### src/rtl/risc_pkg.sv
// Shared encodings for the RISC_1 control unit: opcodes, ALU operation codes,
// FSM states, the flag-register layout and the instruction classifier.
package risc_pkg;

  localparam logic [5:0] OP_RALU  = 6'b000000;
  localparam logic [5:0] OP_ADDI  = 6'b000001;
  localparam logic [5:0] OP_COMPI = 6'b000010;
  localparam logic [5:0] OP_LW    = 6'b000100;
  localparam logic [5:0] OP_SW    = 6'b000101;
  localparam logic [5:0] OP_BZ    = 6'b001000;
  localparam logic [5:0] OP_BNZ   = 6'b001001;
  localparam logic [5:0] OP_BCY   = 6'b001010;
  localparam logic [5:0] OP_BNEG  = 6'b001011;
  localparam logic [5:0] OP_B     = 6'b001100;
  localparam logic [5:0] OP_HALT  = 6'b111111;

  localparam logic [6:0] ALU_ADD   = 7'b0000000;
  localparam logic [6:0] ALU_MULTU = 7'b0000001;
  localparam logic [6:0] ALU_MULT  = 7'b0000010;
  localparam logic [6:0] ALU_COMP  = 7'b0000011;
  localparam logic [6:0] ALU_ADDI  = 7'b0000100;
  localparam logic [6:0] ALU_COMPI = 7'b0000101;
  localparam logic [6:0] ALU_AND   = 7'b0010000;
  localparam logic [6:0] ALU_SHLL  = 7'b0100000;
  localparam logic [6:0] ALU_SHRL  = 7'b0100001;

  typedef enum logic [2:0] {
    S_IDLE,
    S_FETCH,
    S_DECODE,
    S_EXEC,
    S_MEM,
    S_WB,
    S_HALT,
    S_ILLEGAL
  } state_t;

  typedef enum logic [2:0] {
    CLS_ALU,
    CLS_LW,
    CLS_SW,
    CLS_BRANCH,
    CLS_HALT,
    CLS_ILLEGAL
  } iclass_t;

  typedef struct packed {
    logic z;
    logic c;
    logic s;
    logic v;
  } flags_t;

  function automatic iclass_t classify(input logic [5:0] op);
    iclass_t cls;
    case (op)
      OP_RALU, OP_ADDI, OP_COMPI:            cls = CLS_ALU;
      OP_LW:                                 cls = CLS_LW;
      OP_SW:                                 cls = CLS_SW;
      OP_BZ, OP_BNZ, OP_BCY, OP_BNEG, OP_B:  cls = CLS_BRANCH;
      OP_HALT:                               cls = CLS_HALT;
      default:                               cls = CLS_ILLEGAL;
    endcase
    return cls;
  endfunction

  function automatic logic is_mult_op(input logic [6:0] alu_op);
    return (alu_op == ALU_MULTU) || (alu_op == ALU_MULT);
  endfunction

endpackage

### src/rtl/risc_branch_cond.sv
// Branch condition evaluation against the registered ALU flags; non-branch
// opcodes never report taken.
module risc_branch_cond
  import risc_pkg::*;
(
  input  logic [5:0] i_opcode,
  input  flags_t     i_flags,
  output logic       o_taken
);

  always_comb begin
    o_taken = 1'b0;
    case (i_opcode)
      OP_BZ:   o_taken = i_flags.z;
      OP_BNZ:  o_taken = ~i_flags.z;
      OP_BCY:  o_taken = i_flags.c;
      OP_BNEG: o_taken = i_flags.s;
      OP_B:    o_taken = 1'b1;
      default: o_taken = 1'b0;
    endcase
  end

endmodule

### src/rtl/risc_control_fsm.sv
// Multi-cycle fetch/decode/execute controller driving the RISC_1 ALU, register
// file, hi/lo registers and data memory strobes.
module risc_control_fsm
  import risc_pkg::*;
#(
  parameter int PC_W     = 10,
  parameter int MULT_LAT = 2,
  parameter int RESET_PC = 0
) (
  input  logic            clk,
  input  logic            rst_n,
  input  logic            start,
  input  logic            imem_valid,
  input  logic [31:0]     imem_data,
  input  logic            dmem_ready,
  input  logic            zflag,
  input  logic            carryflag,
  input  logic            signflag,
  input  logic            overflowflag,
  output logic            imem_req,
  output logic [PC_W-1:0] pc,
  output logic [4:0]      rs_addr,
  output logic [4:0]      rt_addr,
  output logic [6:0]      aluOp,
  output logic            alu_src_imm,
  output logic [31:0]     imm_ext,
  output logic            reg_write,
  output logic            hilo_write,
  output logic            mem_read,
  output logic            mem_write,
  output logic            halted,
  output logic            illegal
);

  localparam logic [PC_W-1:0] L_RESET_PC = PC_W'(RESET_PC);
  localparam logic [3:0]      L_MULT_CNT = 4'(MULT_LAT - 1);

  state_t          r_state;
  state_t          w_next;
  logic [31:0]     r_ir;
  logic [PC_W-1:0] r_pc;
  flags_t          r_flags;
  logic [3:0]      r_cnt;

  logic [5:0]      w_opcode;
  iclass_t         w_class;
  logic            w_is_mult;
  logic            w_exec_last;
  logic            w_taken;
  logic [31:0]     w_imm_ext;

  assign w_opcode    = r_ir[31:26];
  assign w_class     = classify(w_opcode);
  assign w_is_mult   = (w_class == CLS_ALU) && (w_opcode == OP_RALU) && is_mult_op(r_ir[6:0]);
  assign w_exec_last = (r_cnt == 4'd0);
  assign w_imm_ext   = {{16{r_ir[15]}}, r_ir[15:0]};

  risc_branch_cond u_branch_cond (
    .i_opcode (w_opcode),
    .i_flags  (r_flags),
    .o_taken  (w_taken)
  );

  always_ff @(posedge clk or negedge rst_n) begin
    if (!rst_n) r_state <= S_IDLE;
    else        r_state <= w_next;
  end

  always_comb begin
    w_next = r_state;
    case (r_state)
      S_IDLE:   if (start) w_next = S_FETCH;
      S_FETCH:  if (imem_valid) w_next = S_DECODE;
      S_DECODE: begin
        case (w_class)
          CLS_HALT:    w_next = S_HALT;
          CLS_ILLEGAL: w_next = S_ILLEGAL;
          default:     w_next = S_EXEC;
        endcase
      end
      S_EXEC: begin
        if (w_exec_last) begin
          case (w_class)
            CLS_BRANCH:     w_next = S_FETCH;
            CLS_LW, CLS_SW: w_next = S_MEM;
            default:        w_next = S_WB;
          endcase
        end
      end
      S_MEM: begin
        if (dmem_ready) w_next = (w_class == CLS_LW) ? S_WB : S_FETCH;
      end
      S_WB:      w_next = S_FETCH;
      S_HALT:    w_next = S_HALT;
      S_ILLEGAL: w_next = S_ILLEGAL;
      default:   w_next = S_IDLE;
    endcase
  end

  // Instruction, PC, EXEC-length counter and flag register.
  always_ff @(posedge clk or negedge rst_n) begin
    if (!rst_n) begin
      r_ir    <= '0;
      r_pc    <= L_RESET_PC;
      r_flags <= '0;
      r_cnt   <= '0;
    end else begin
      case (r_state)
        S_FETCH: begin
          if (imem_valid) begin
            r_ir <= imem_data;
            r_pc <= r_pc + PC_W'(1);
          end
        end
        S_DECODE: r_cnt <= w_is_mult ? L_MULT_CNT : 4'd0;
        S_EXEC: begin
          if (!w_exec_last) begin
            r_cnt <= r_cnt - 4'd1;
          end else if (w_class == CLS_BRANCH) begin
            if (w_taken) r_pc <= r_pc + w_imm_ext[PC_W-1:0];
          end else begin
            r_flags <= '{z: zflag, c: carryflag, s: signflag, v: overflowflag};
          end
        end
        default: ;
      endcase
    end
  end

  // Branches still present an add/immediate to the ALU; its result is unused.
  always_comb begin
    aluOp       = ALU_ADD;
    alu_src_imm = 1'b0;
    case (w_opcode)
      OP_RALU:  aluOp = r_ir[6:0];
      OP_ADDI:  begin aluOp = ALU_ADDI;  alu_src_imm = 1'b1; end
      OP_COMPI: begin aluOp = ALU_COMPI; alu_src_imm = 1'b1; end
      OP_LW, OP_SW, OP_BZ, OP_BNZ, OP_BCY, OP_BNEG, OP_B: begin
        aluOp       = ALU_ADD;
        alu_src_imm = 1'b1;
      end
      default: begin
        aluOp       = ALU_ADD;
        alu_src_imm = 1'b0;
      end
    endcase
  end

  assign pc         = r_pc;
  assign rs_addr    = r_ir[25:21];
  assign rt_addr    = r_ir[20:16];
  assign imm_ext    = w_imm_ext;
  assign imem_req   = (r_state == S_FETCH);
  assign reg_write  = (r_state == S_WB) && !w_is_mult;
  assign hilo_write = (r_state == S_WB) &&  w_is_mult;
  assign mem_read   = (r_state == S_MEM) && (w_class == CLS_LW);
  assign mem_write  = (r_state == S_MEM) && (w_class == CLS_SW);
  assign halted     = (r_state == S_HALT);
  assign illegal    = (r_state == S_ILLEGAL);

endmodule

### config.mk
export PLATFORM = sky130hd
export DESIGN_NAME = risc_control_fsm
export DESIGN_NICKNAME = d
export VERILOG_FILES = /design/src/rtl/risc_pkg.sv /design/src/rtl/risc_branch_cond.sv /design/src/rtl/risc_control_fsm.sv
export SDC_FILE = /design/constraint.sdc
export NUM_CORES = 1
export LEC_CHECK = 0
export ABC_CLOCK_PERIOD_IN_PS = 2400
export BUFFER_PORTS_ARGS = -buffer_cell sky130_fd_sc_hd__clkbuf_2
export CAP_MARGIN = 20
export CORE_UTILIZATION = 46
export CTS_BUF_LIST = sky130_fd_sc_hd__clkbuf_4 sky130_fd_sc_hd__clkbuf_8 sky130_fd_sc_hd__clkbuf_16
export DETAILED_ROUTE_END_ITERATION = 7
export PLACE_DENSITY = 0.76
export SYNTH_ARGS = -nofsm -noshare
export SYNTH_HDL_FRONTEND = slang
export SYNTH_HIERARCHICAL = 1
export SYNTH_SLANG_ARGS = --single-unit
### constraint.sdc
create_clock -name clk -period 2.4 [get_ports clk]
set_clock_uncertainty 0.15 [all_clocks]
set_input_delay 0.12 -clock clk [delete_from_list [all_inputs] [get_ports clk]]
set_output_delay 0.12 -clock clk [all_outputs]
set_load 0.01 [all_outputs]
# Word-level counts from Yosys, hierarchy flattened
# Index checks and enable logic that the tools add are counted.
[classes] n_addsub=3 n_eq_ne=31 muxes=20 bitwise=2 n_reduce_logical=23
[op_table] op="10-bit two-way mux" count=4
[op_table] op="6-bit by 4-bit == test with 1-bit output, second input constant" count=5
[op_table] op="3-bit one-hot mux with 8 select lines" count=1
[op_table] op="7-bit one-hot mux with 3 select lines" count=1
[op_table] op="10-bit one-hot mux with 2 select lines" count=1
[op_table] op="3-bit == test, second input constant" count=6
[op_table] op="3-bit two-way mux" count=5
[op_table] op="3-bit one-hot mux with 5 select lines" count=1
[op_table] op="3-bit by 2-bit == test with 1-bit output, second input constant" count=4
[op_table] op="6-bit by 3-bit == test with 1-bit output, second input constant" count=2
[op_table] op="2-bit != test, second input constant" count=6
[op_table] op="3-bit one-hot mux with 2 select lines" count=2
[op_table] op="10-bit by 1-bit adder with 10-bit output, second input constant" count=1
[op_table] op="10-bit adder" count=1
[op_table] op="9-bit OR reduction" count=1
[op_table] op="4-bit one-hot mux with 2 select lines" count=1
[op_table] op="7-bit by 1-bit == test with 1-bit output, second input constant" count=1
[op_table] op="7-bit by 2-bit == test with 1-bit output, second input constant" count=1
[op_table] op="3-bit by 1-bit == test with 1-bit output, second input constant" count=2
[op_table] op="6-bit by 1-bit == test with 1-bit output, second input constant" count=1
[op_table] op="6-bit by 2-bit == test with 1-bit output, second input constant" count=1
[op_table] op="6-bit == test, second input constant" count=1
[op_table] op="1-bit logical AND" count=6
[op_table] op="3-bit zero test" count=2
[op_table] op="18 further kinds" count=22
[totals] ff_bits=52 inputBits=41 out_inout_bits=67 elab_cells=86

# Logic depth before layout (Yosys ltp)
[depth] ltp_word=8 ltp_mapped=12 mapped_depth_nobuf=10

# Hierarchy
# Netlist, hierarchy kept.
[modules_own_cells] mod="risc_control_fsm" n_inst=1 cells_per_inst=312 area_each_um2=3259.4 seq_area_each_um2=1326.3
[modules_own_cells] mod="risc_branch_cond" n_inst=1 cells_per_inst=9 area_each_um2=50.0 seq_area_each_um2=0.0

# Least setup slack after synthesis
# Ideal clock, no wire load.
[synth_timing] path_kind="register to register" start="register r_state[0]" end="register r_pc[8], in the netlist pc[8]" setup_time_ns=0.125 arrival_time_ns=2.343 required_time_ns=2.125 slack_ns=-0.217 stages_incl_launch_ff=13 path_buffers=2 period_less_slack_ns=2.617 cell_sequence="dfrtp_1 -> and3b_1 -> clkbuf_1 -> clkbuf_1 -> nand2b_1 -> ha_1 -> inv_1 -> fa_1 -> nor2b_1 -> o21bai_1 -> a32oi_1 -> xor2_1 -> mux2_2"
[synth_between] elab_chain_cells=3 word_cells_on_any_way=9 classes_between="eq/ne (6); mux (1); reduce/logical (2)"
[synth_lines] element="from (decl)" line_no="risc_control_fsm.sv:38" rtl="state_t r_state;"
[synth_lines] element="from (signal assigned)" line_no="risc_control_fsm.sv:66" rtl="else r_state <= w_next;"
[synth_lines] element="3-bit by 2-bit == test with 1-bit output or 3-bit by 1-bit == test with 1-bit output (tied branches)" line_no="risc_control_fsm.sv:108" rtl="case (r_state)"
[synth_lines] element="2-bit by 1-bit != test with 1-bit output (no source line), or another cell as far along"
[synth_lines] element="5-bit AND reduction (no source line)"
[synth_lines] element="to (signal assigned)" line_no="risc_control_fsm.sv:112" rtl="r_pc <= r_pc + PC_W'(1);"
[synth_lines] element="to (signal assigned)" line_no="risc_control_fsm.sv:120" rtl="if (w_taken) r_pc <= r_pc + w_imm_ext[PC_W-1:0];"
[synth_lines] element="to (decl)" line_no="risc_control_fsm.sv:41" rtl="logic [PC_W-1:0] r_pc;"
# Several ways; a longest one is shown, not always the timed one.
# A chain may end at the register's enable or synchronous reset.

# Final worst setup path
[layout_timing] start="register r_state[1]" end="register r_pc[8], in the netlist pc[8]"
# Same word-level chain as after synthesis.

==> results.json <==
{
  "critPathKind": "flip-flop to flip-flop",
  "numCtsBuffers": 5,
  "cellLeakagePower_uw": 0.00202,
  "tightest_slew_ns": 0.609,
  "drive_above_1_share_pct": 46.8,
  "slew_viol_final": 0,
  "start_kind": "flip-flop",
  "ant_nets": 0,
  "core_um2": 6830,
  "ctsLongestPathBuffers": 2,
  "violations": "setup timing",
  "cts-root-buf": "clkbuf_8",
  "placed_cells": 481,
  "setup_viol": 2,
  "via_count": 2697,
  "ys_warn_count": 6,
  "grt_max_degree": 30,
  "die_h_um": 86.4,
  "hold_path.class": "primary input to flip-flop",
  "synth_area_um2": 3270,
  "min_from": "dmem_ready",
  "fin_ws_ns": -0.0363,
  "peakVddDrop_mv": 0.609,
  "status": "finished with violations",
  "fin_setup_tns_ns": -0.0455,
  "end_kind": "flip-flop",
  "cts_tree": "done",
  "overflow": 0,
  "place_area_um2": 3670,
  "r2r_slack_ns": -0.04,
  "gp_congestion": 0.949,
  "holdPathStages": 3,
  "cts_max_level": 2,
  "crit-reg2reg-capture": "pc[8]",
  "hpwl_um": 5340,
  "min_to": "r_state[0]",
  "syn_inst": 319,
  "nets": 489,
  "n_antenna_cell": 0,
  "dieArea_um2": 7460,
  "io_buffers": 106,
  "fmax_ghz": 0.410,
  "drtIter0Drc": 134,
  "finalCritPeriodShare_pct": 102,
  "crit_required_ns": 2.45,
  "r2r_start": "r_state[1]",
  "clk_pin_slew_ns": 0.09,
  "wl_um": 7640,
  "grt_pass1_wl_um": 12000,
  "grt_pass1_vias": 2619,
  "start_util_pct": 47.9,
  "drc": 0,
  "antenna_found_initial": 0,
  "ios": 108,
  "cts_num_sinks": 52,
  "power_uw": 5620,
  "slew_headroom_pct": 58.4,
  "wl_per_cell_um": 14.3,
  "syn_avg_cell_area_um2": 10.3,
  "arrival_ns": 2.48,
  "layout_common_cells": "clkbuf_2, dfrtp_1, mux2_2, dlygate4sd3_1, buf_4",
  "syn2layout_area_growth_pct": 31.7,
  "powerDensity_nw_per_um2": 1310,
  "grtUsageTotal_pct": 20.4,
  "insertion_delay_ns": 0.31,
  "rsz0062_at_grt": "true",
  "reg2reg_depth": 10,
  "cp_max_fo": 5,
  "mostFrequentLayoutCell": "clkbuf_2",
  "layout_min_cycle_time_ns": 2.44,
  "hold_viol": 0,
  "viasPerCell": 5.05,
  "rows": 30,
  "final_cells": 534,
  "fp.dieW_um": 86.4,
  "drt-pass1-iter-count": 4,
  "design_area_um2": 4310,
  "maxCapViolations": 0,
  "synth_fp_nets": 371
}
sequential cells by signal, summed over array words and instances (netlist names):
register	count
r_flags	3
r_cnt	4
pc	10
r_ir	32
r_state	3
worst max path at each step:
stage,from,cells after the start,slack [ns],end
final,r_state[1],10,-0.04,pc[8]
after global routing,r_state[1],10,-0.14,pc[8]
after CTS,r_ir[28],5,0.003,hilo_write
after detailed placement,r_state[1],10,-0.03,pc[8]
after global placement,r_state[1],10,0.04,pc[8]
after floorplan,r_state[0],12,-0.11,pc[8]
metrics by stage:
stage                     hold slack [ns]  setup WS, ns  util [%]
after CTS                          0.0847       0.00318      60.6
after floorplan                    -0.326        -0.106         -
after detailed placement          -0.0142       -0.0274      53.7
after global routing                0.126        -0.137      63.1
after global placement            -0.0137        0.0362      53.7
final                              0.0808       -0.0363      63.1
area by class of cell:
type                            count  area [um^2]
Sequential cell                    52         1300
Clock buffer                        5         68.8
Tap cell                           96          120
Fill cell                         561         2520
Clock inverter                      3         42.5
Inverter                           11         41.3
Timing Repair Buffer              167         1080
Multi-Input combinational cell    200         1650
power breakdown:
part / leakage, uW / switching, uW / internal (uW)
clock: 0.0000541 / 307 / 309
sequential: 0.000612 / 434 / 1320
combinational: 0.00136 / 1610 / 1650
what timing repair did:
action / CTS / global route
gates resized for setup: 2 / 23
endpoints found under the setup margin: 1 / 7
hold buffers: 36 / 0
pin swaps: 2 / 6
cloned: 0 / 1
hold endpoints to repair: 87 / 0
buffers inserted: 0 / 8
per-layer routing:
metal  part of all wire (%)  routed length (um)  global-route usage [%]  up-vias
li1                       -                   -                       -     1305
met1                     43                3280                    24.0     1287
met2                     52                3940                    38.2       98
met3                    4.9                 372                    4.10        7
met4                   0.64                  49                    4.09        0
met5                      0                   0                       0        -
critical path: stages, from the launching register on:
cell      delay (ns)
dfrtp_1         0.40
and3b_2         0.25
nand2b_1        0.08
ha_2            0.18
inv_2           0.04
fa_2            0.41
nor2b_4         0.16
o21bai_4        0.08
a32oi_2         0.22
xor2_1          0.09
mux2_2          0.26
Note: power is estimated with default switching activity, not from simulation.
